### src/rtl/cnn_layer_scheduler.sv
// Frame-level sequencer for the CNN inference chain: starts each stage in turn, waits for
// its done, then hands the result downstream. A per-stage watchdog flags hung layers.
module cnn_layer_scheduler #(
  parameter int unsigned N_STAGES  = 8,
  parameter int unsigned IDX_W     = 3,
  parameter int unsigned TIMEOUT_W = 20,
  parameter int unsigned TIMEOUT   = 1000000,
  parameter int unsigned CNT_W     = 16
) (
  input  logic                clk,
  input  logic                reset,
  input  logic                frame_valid_i,
  output logic                frame_ready_o,
  output logic [N_STAGES-1:0] stage_start_o,
  input  logic [N_STAGES-1:0] stage_done_i,
  output logic                result_valid_o,
  input  logic                result_ready_i,
  output logic                busy_o,
  output logic [IDX_W-1:0]    cur_stage_o,
  output logic                err_timeout_o,
  output logic [IDX_W-1:0]    err_stage_o,
  input  logic                clear_err_i,
  output logic [CNT_W-1:0]    frame_cnt_o
);

  typedef enum logic [2:0] {
    S_IDLE,
    S_START,
    S_WAIT,
    S_OUT,
    S_ERR
  } state_t;

  localparam logic [IDX_W-1:0]     LAST_STAGE = IDX_W'(N_STAGES - 1);
  localparam logic [TIMEOUT_W-1:0] TIMER_LAST = TIMEOUT_W'(TIMEOUT - 1);
  localparam bit                   WDOG_EN    = (TIMEOUT != 0);

  state_t               state;
  logic [IDX_W-1:0]     stage;
  logic [TIMEOUT_W-1:0] timer;
  // Low in the cycle after reset so frame_ready stays 0 until reset has been released.
  logic                 live;

  always_ff @(posedge clk) begin
    if (reset) begin
      state       <= S_IDLE;
      stage       <= '0;
      timer       <= '0;
      frame_cnt_o <= '0;
      err_stage_o <= '0;
      live        <= 1'b0;
    end else begin
      live <= 1'b1;
      case (state)
        S_IDLE: begin
          if (frame_valid_i && live) begin
            stage <= '0;
            state <= S_START;
          end
        end
        S_START: begin
          timer <= '0;
          state <= S_WAIT;
        end
        // A done in the expiry cycle takes priority over the watchdog.
        S_WAIT: begin
          if (stage_done_i[stage]) begin
            if (stage == LAST_STAGE) begin
              state <= S_OUT;
            end else begin
              stage <= stage + IDX_W'(1);
              state <= S_START;
            end
          end else if (WDOG_EN && (timer == TIMER_LAST)) begin
            err_stage_o <= stage;
            state       <= S_ERR;
          end else begin
            timer <= timer + TIMEOUT_W'(1);
          end
        end
        S_OUT: begin
          if (result_ready_i) begin
            frame_cnt_o <= frame_cnt_o + CNT_W'(1);
            state       <= S_IDLE;
          end
        end
        S_ERR: begin
          if (clear_err_i) begin
            state <= S_IDLE;
          end
        end
        default: state <= S_IDLE;
      endcase
    end
  end

  assign frame_ready_o  = (state == S_IDLE) && live;
  assign stage_start_o  = (state == S_START) ? (N_STAGES'(1) << stage) : '0;
  assign result_valid_o = (state == S_OUT);
  assign busy_o         = (state == S_START) || (state == S_WAIT) || (state == S_OUT);
  assign err_timeout_o  = (state == S_ERR);

  always_comb begin
    cur_stage_o = '0;
    case (state)
      S_START, S_WAIT: cur_stage_o = stage;
      S_OUT:           cur_stage_o = LAST_STAGE;
      default:         cur_stage_o = '0;
    endcase
  end

endmodule

### config.mk
export PLATFORM = sky130hd
export DESIGN_NAME = cnn_layer_scheduler
export DESIGN_NICKNAME = d
export VERILOG_FILES = /design/src/rtl/cnn_layer_scheduler.sv
export SDC_FILE = /design/constraint.sdc
export NUM_CORES = 1
export LEC_CHECK = 0
export ABC_AREA = 1
export CORE_MARGIN = 10
export CORE_UTILIZATION = 56
export CTS_BUF_LIST = sky130_fd_sc_hd__clkbuf_4
export DETAILED_ROUTE_END_ITERATION = 12
export PLACE_DENSITY = 0.88
export SYNTH_ARGS = -nofsm -noshare
export SYNTH_HDL_FRONTEND = slang
export SYNTH_SLANG_ARGS = --single-unit
### constraint.sdc
create_clock -name clk -period 2 [get_ports clk]
set_input_delay 0.3 -clock clk [delete_from_list [all_inputs] [get_ports clk]]
set_output_delay 0.3 -clock clk [all_outputs]
set_load 0.02 [all_outputs]
== Word level (Yosys, flattened, before mapping) ==
Index checks and enable logic that the tools add are counted.
Word-level totals
  register bits: 46
  bits in latches: 0
  RAM bits: 0
  memory bits (read-only): 0
  input bits: 13
  output and inout bits: 34
  word-level logic and storage cells: 58
  memories: 0
Cells by class
  $add $sub $neg: 3
  $mul: 0
  divide/modulo/power cells: 0
  $lt $le $gt $ge: 1
  equal/unequal tests: 14
  shift-type cells: 1
  muxes and demuxes: 19
  bitwise operators: 1
  reductions and logical operators: 13
Operator list (number)
  $mux W20: 2
  $pmux W20 S2: 1
  $mux W3: 8
  $add A20 B1 Y20 const B: 1
  $eq A20 B20 Y1 const B: 1
  $add A16 B1 Y16 const B: 1
  $pmux W3 S5: 1
  $pmux W3 S2: 2
  $ne A2 B2 Y1 const B: 5
  $mux W8: 1
  $reduce_and A4 Y1: 2
  $shl A1 B3 Y8 const A: 1
  $eq A3 B2 Y1 const B: 2
  $eq A3 B3 Y1 const B: 2
  $reduce_and A3 Y1: 2
  $lt A3 B4 Y1 const B: 1
  $ne A2 B1 Y1 const B: 2
  $reduce_bool A2 Y1: 2
  $add A3 B1 Y3 const B: 1
  $bmux W1 S3: 1
  $eq A3 B1 Y1 const B: 1
  $logic_not A3 Y1: 1
  $ne A3 B3 Y1 const B: 1
  $logic_and A1 B1 Y1: 2
  6 further kinds: 8

== Logic depth before layout (Yosys ltp) ==
  depth after elaboration: 4
  mapped depth: 11
  depth with buffers taken out: 11

== Least setup slack after synthesis ==
No wires, ideal clock.
  path kind: flip-flop to output port
  start: reg state[1]
  end: out cur_stage_o[0]
  arrival: 1.453 ns
  required time: 1.700 ns
  slack: 0.247 ns
  cell stages (with the launch flop): 7
  buffers on the path: 0
  cell sequence: dfxtp_1 inv_2 nor3_4 inv_1 nand2_2 inv_1 o21ai_0
Between the ends
  word-level cells in the longest chain between the ends: 3
  elaborated cells on any way between the ends: 5
  classes of those cells: eq/ne: 3; mux: 1; reduce/logical: 1
Ends and longest elaborated chain
  start: declaration: RTL line 38  | state_t state;
  start signal: assignment: RTL line 46  | state <= S_IDLE;
  start signal: assignment: RTL line 58  | state <= S_START;
  start signal: assignment: RTL line 63  | state <= S_WAIT;
  $eq A3 B1 Y1 / $eq A3 B2 Y1 (equally long branches): RTL line 105  | case (state)
  $reduce_or A2 Y1: RTL line 105
  $pmux W3 S2 *: RTL line 105
  end: declaration: RTL line 19  | output logic [IDX_W-1:0] cur_stage_o,
Mark *: on every way between the ends. The rest lies on a longest branch, timed or not.

== Worst setup path in the final report ==
  start: reg state[2]
  end: out stage_start_o[0]
Between the ends
  word-level cells in the longest chain between the ends: 2
Ends and longest elaborated chain
  $eq A3 B1 Y1: RTL line 98  | assign stage_start_o = (state == S_START) ? (N_STAGES'(1) << stage) : '0;
  $mux W8: RTL line 98
  end: declaration: RTL line 14  | output logic [N_STAGES-1:0] stage_start_o,
Every way passes these cells.

==> results.yml <==
synth:
  async_flop_share_pct: 0
  postSynthRegisterBits: 46
  synth.yosys.seq_area_share_pct: 31.6
  yosys.area_share.simple_pct: 40.6
  yosysWarnings: 0
  dominant_combinational_cell_family_by_area_after_synthesis: "simple AND/OR/NAND/NOR gates"
  synthMuxAreaShare_pct: 0
  adder_cell_fraction_of_synth_area_pct: 3.44
  post-synth-top-area-cell: "sky130_fd_sc_hd__dfxtp_1"
  syn-num-nets: 471
  yosysMostFrequentCell: "sky130_fd_sc_hd__nand2_1"
  ys_dominant_reg_cell: "sky130_fd_sc_hd__dfxtp_1"
  synthCells: 450
  synth_area_leaders: "sky130_fd_sc_hd__dfxtp_1, sky130_fd_sc_hd__nand2_1, sky130_fd_sc_hd__inv_1, sky130_fd_sc_hd__nor2_1, sky130_fd_sc_hd__a21oi_1"
  average_cell_area_after_synthesis_um2: 6.47
  ys_top_cells_by_count: "sky130_fd_sc_hd__nand2_1, sky130_fd_sc_hd__inv_1, sky130_fd_sc_hd__nor2_1"
  synth_compound_area_share_pct: 10.1
  synth-xor-area-share_pct: 3.91
  synth-edff-count: 0
  netlist-cell-type-count: 35
  synthesis.area_um2: 2910
  synth_top_cell_area_share_pct: 31.6
clock_network:
  path_clk_slew_ns: 0.16
  cts.htree.levels: 2
  max-clock-path-buffers: 2
  cts_hold_buffers: 0
  cts.root.buffer_cell: "sky130_fd_sc_hd__clkbuf_4"
  setup_buffers_after_cts: 0
  count_of_cells_resized_by_post_cts_repair: 35
  tritoncts: "built"
  clock_sinks: 46
  cts_made_buffers: 5
  clkLatencyLatePin_ns: 0.40
flow_run:
  maxCapViolCount: 0
critical_path:
  worst-setup-path-type: "register to output port"
  critPathCaptureType: "output port"
  path_max_fanout: 9
  timing.critical_path.from_type: "register"
  cp_data_required_time_ns: 1.70
  cp.arrival_ns: 1.63
  worst-r2r-cell-count: 9
power:
  power.ir.vdd_worst_mv: 0.448
  cellPowerDensity_nw_per_um2: 775
  static-leakage-power_nw: 1.35
timing:
  finalHoldViolCount: 0
  slew-limit-headroom_pct: 77.5
  finalCritPeriodShare_pct: 96.3
  setup_tns_ns: 0
  tightest_slew_ns: 0.335
  timing.final.crit_period_ns: 1.93
  worst_skew_ns: 0.0127
  setup_viol: 0
  achievable-frequency_mhz: 519
  timing_max_transition_violations_final: 0
floorplan:
  top_level_ports: 47
  core_area_um2: 5070
  die-height_um: 92.1
  fp.dieW_um: 92.1
  die-area_um2: 8480
  core.rowCount: 26
  floorplan.initialDensity_pct: 57.4
grt:
  grt_pass1_wl_mm: 12.7
  grt_pass1_vias: 2878
  antenna_found_initial: 0
  global_route.usage.total_pct: 17.9
  congestion_overflow_gr: 0
  grt_max_degree: 26
placed_design:
  detailed_place.area_um2: 3510
  detailed_placer_s_ending_hpwl_mm: 5.75
  gpl_wtd_cong: 0.972
  placement.io_buffers: 46
  numPlacedInstances: 570
final_layout:
  fillCellCount: 436
  fin_nets: 528
  final_cells: 578
  area_growth_pct: 21.6
  post_route_cells_drive_above_1_share_pct: 13.0
  finalInstanceArea_um2: 3540
  antenna_cells_inserted: 0
drt:
  routed_wirelength_mm: 7.54
  avg_wl_per_cell_um: 13.0
  post_drt_via_cell_ratio: 5.24
  routed-via-count: 3029
  drt-initial-drc-count: 250
  dr.pass1.iters: 5
  remaining_drc_errors: 0
  route.antenna.remaining_nets: 0
hold_path:
  hold-path-cell-count: 2
  worst_hold_path_type: "register to register"
run_status:
  status: "finished, final reports clean"
==> state kept, by name, indices dropped and copies added, names as in the netlist <==
register	cells
timer	20
frame_cnt_o	16
err_stage_o	3
stage	3
state	3
live	1
==> kinds of logic (layout without fill, tap and decap cells) <==
family | after synthesis | in the layout
adder cells (fa/ha/maj) | 8 | 8
XOR/XNOR | 13 | 13
buffers and inverters | 76 | 134
AO/OA/AOI/OAI | 53 | 53
AND/OR/NAND/NOR | 254 | 254
flip-flops | 46 | 46
==> cell usage in the layout, fill, tap and decap left out, drive strengths merged, types with 8 or more instances in the layout <==
| cell type | instances |
|---|---|
| nand2 | 123 |
| nor3 | 24 |
| a21oi | 31 |
| nand3 | 28 |
| clkbuf | 11 |
| dfxtp | 46 |
| nand4 | 10 |
| buf | 16 |
| ha | 8 |
| xor2 | 8 |
| inv | 68 |
| clkdlybuf4s50 | 31 |
| o21ai | 16 |
| nor2 | 61 |
==> layout make-up <==
class | instances | area [um2] | area share (%)
clock buffers | 5 | 37.5 | 1.06
clock inverters | 3 | 28.8 | 0.813
inverters | 67 | 251 | 7.10
multi-input cells | 328 | 1690 | 47.8
flip-flops and latches | 46 | 927 | 26.2
well taps | 70 | 87.6 | 2.47
repair buffers | 59 | 514 | 14.5
==> stage by stage <==
step	setup WS (ns)	hold slack, ns	util (%)	total power, mW
2_1_floorplan	0.247	0.450	-	1.83
5_1_grt	-0.0222	0.519	69.8	2.90
3_3_place_gp	0.124	0.445	69.1	2.23
3_5_place_dp	0.0756	0.459	69.1	2.26
4_1_cts	-0.00604	0.481	70.4	2.74
6_report	0.0734	0.481	69.8	2.74
==> critical path, stage by stage, from the launching register on <==
cell and delay [ns]:
sky130_fd_sc_hd__dfxtp_1 0.38, sky130_fd_sc_hd__inv_1 0.10, sky130_fd_sc_hd__nand3_2 0.13, sky130_fd_sc_hd__buf_4 0.19, sky130_fd_sc_hd__nor3_1 0.15, sky130_fd_sc_hd__clkdlybuf4s15_2 0.29
==> report_power, final <==
group	internal, mW	switching [mW]	total (mW)	leakage, nW
clock network	0.153	0.365	0.518	0.0377
registers	0.970	0.0605	1.03	0.373
logic	0.408	0.787	1.19	0.943
total	1.53	1.21	2.74	1.35
==> final timing paths <==
path / startpoint / endpoint / slack (ns)
hold reg to reg: frame_cnt_o[7] / frame_cnt_o[7] / 0.48
setup reg to reg: timer[0] / state[1] / 0.21
setup / recovery: state[2] / stage_start_o[0] / 0.07
hold / removal: frame_cnt_o[7] / frame_cnt_o[7] / 0.48
==> per-layer routing <==
| layer | GRT usage [%] | wire [um] | up-vias |
|---|---|---|---|
| met3 | 5.30 | 602 | 8 |
| met1 | 20.5 | 3170 | 1370 |
| li1 | - | - | 1548 |
| met5 | 0 | 0 | - |
| met4 | 6.68 | 80 | 0 |
| met2 | 30.6 | 3690 | 103 |
No activity file was read; power rests on OpenSTA's default activity.
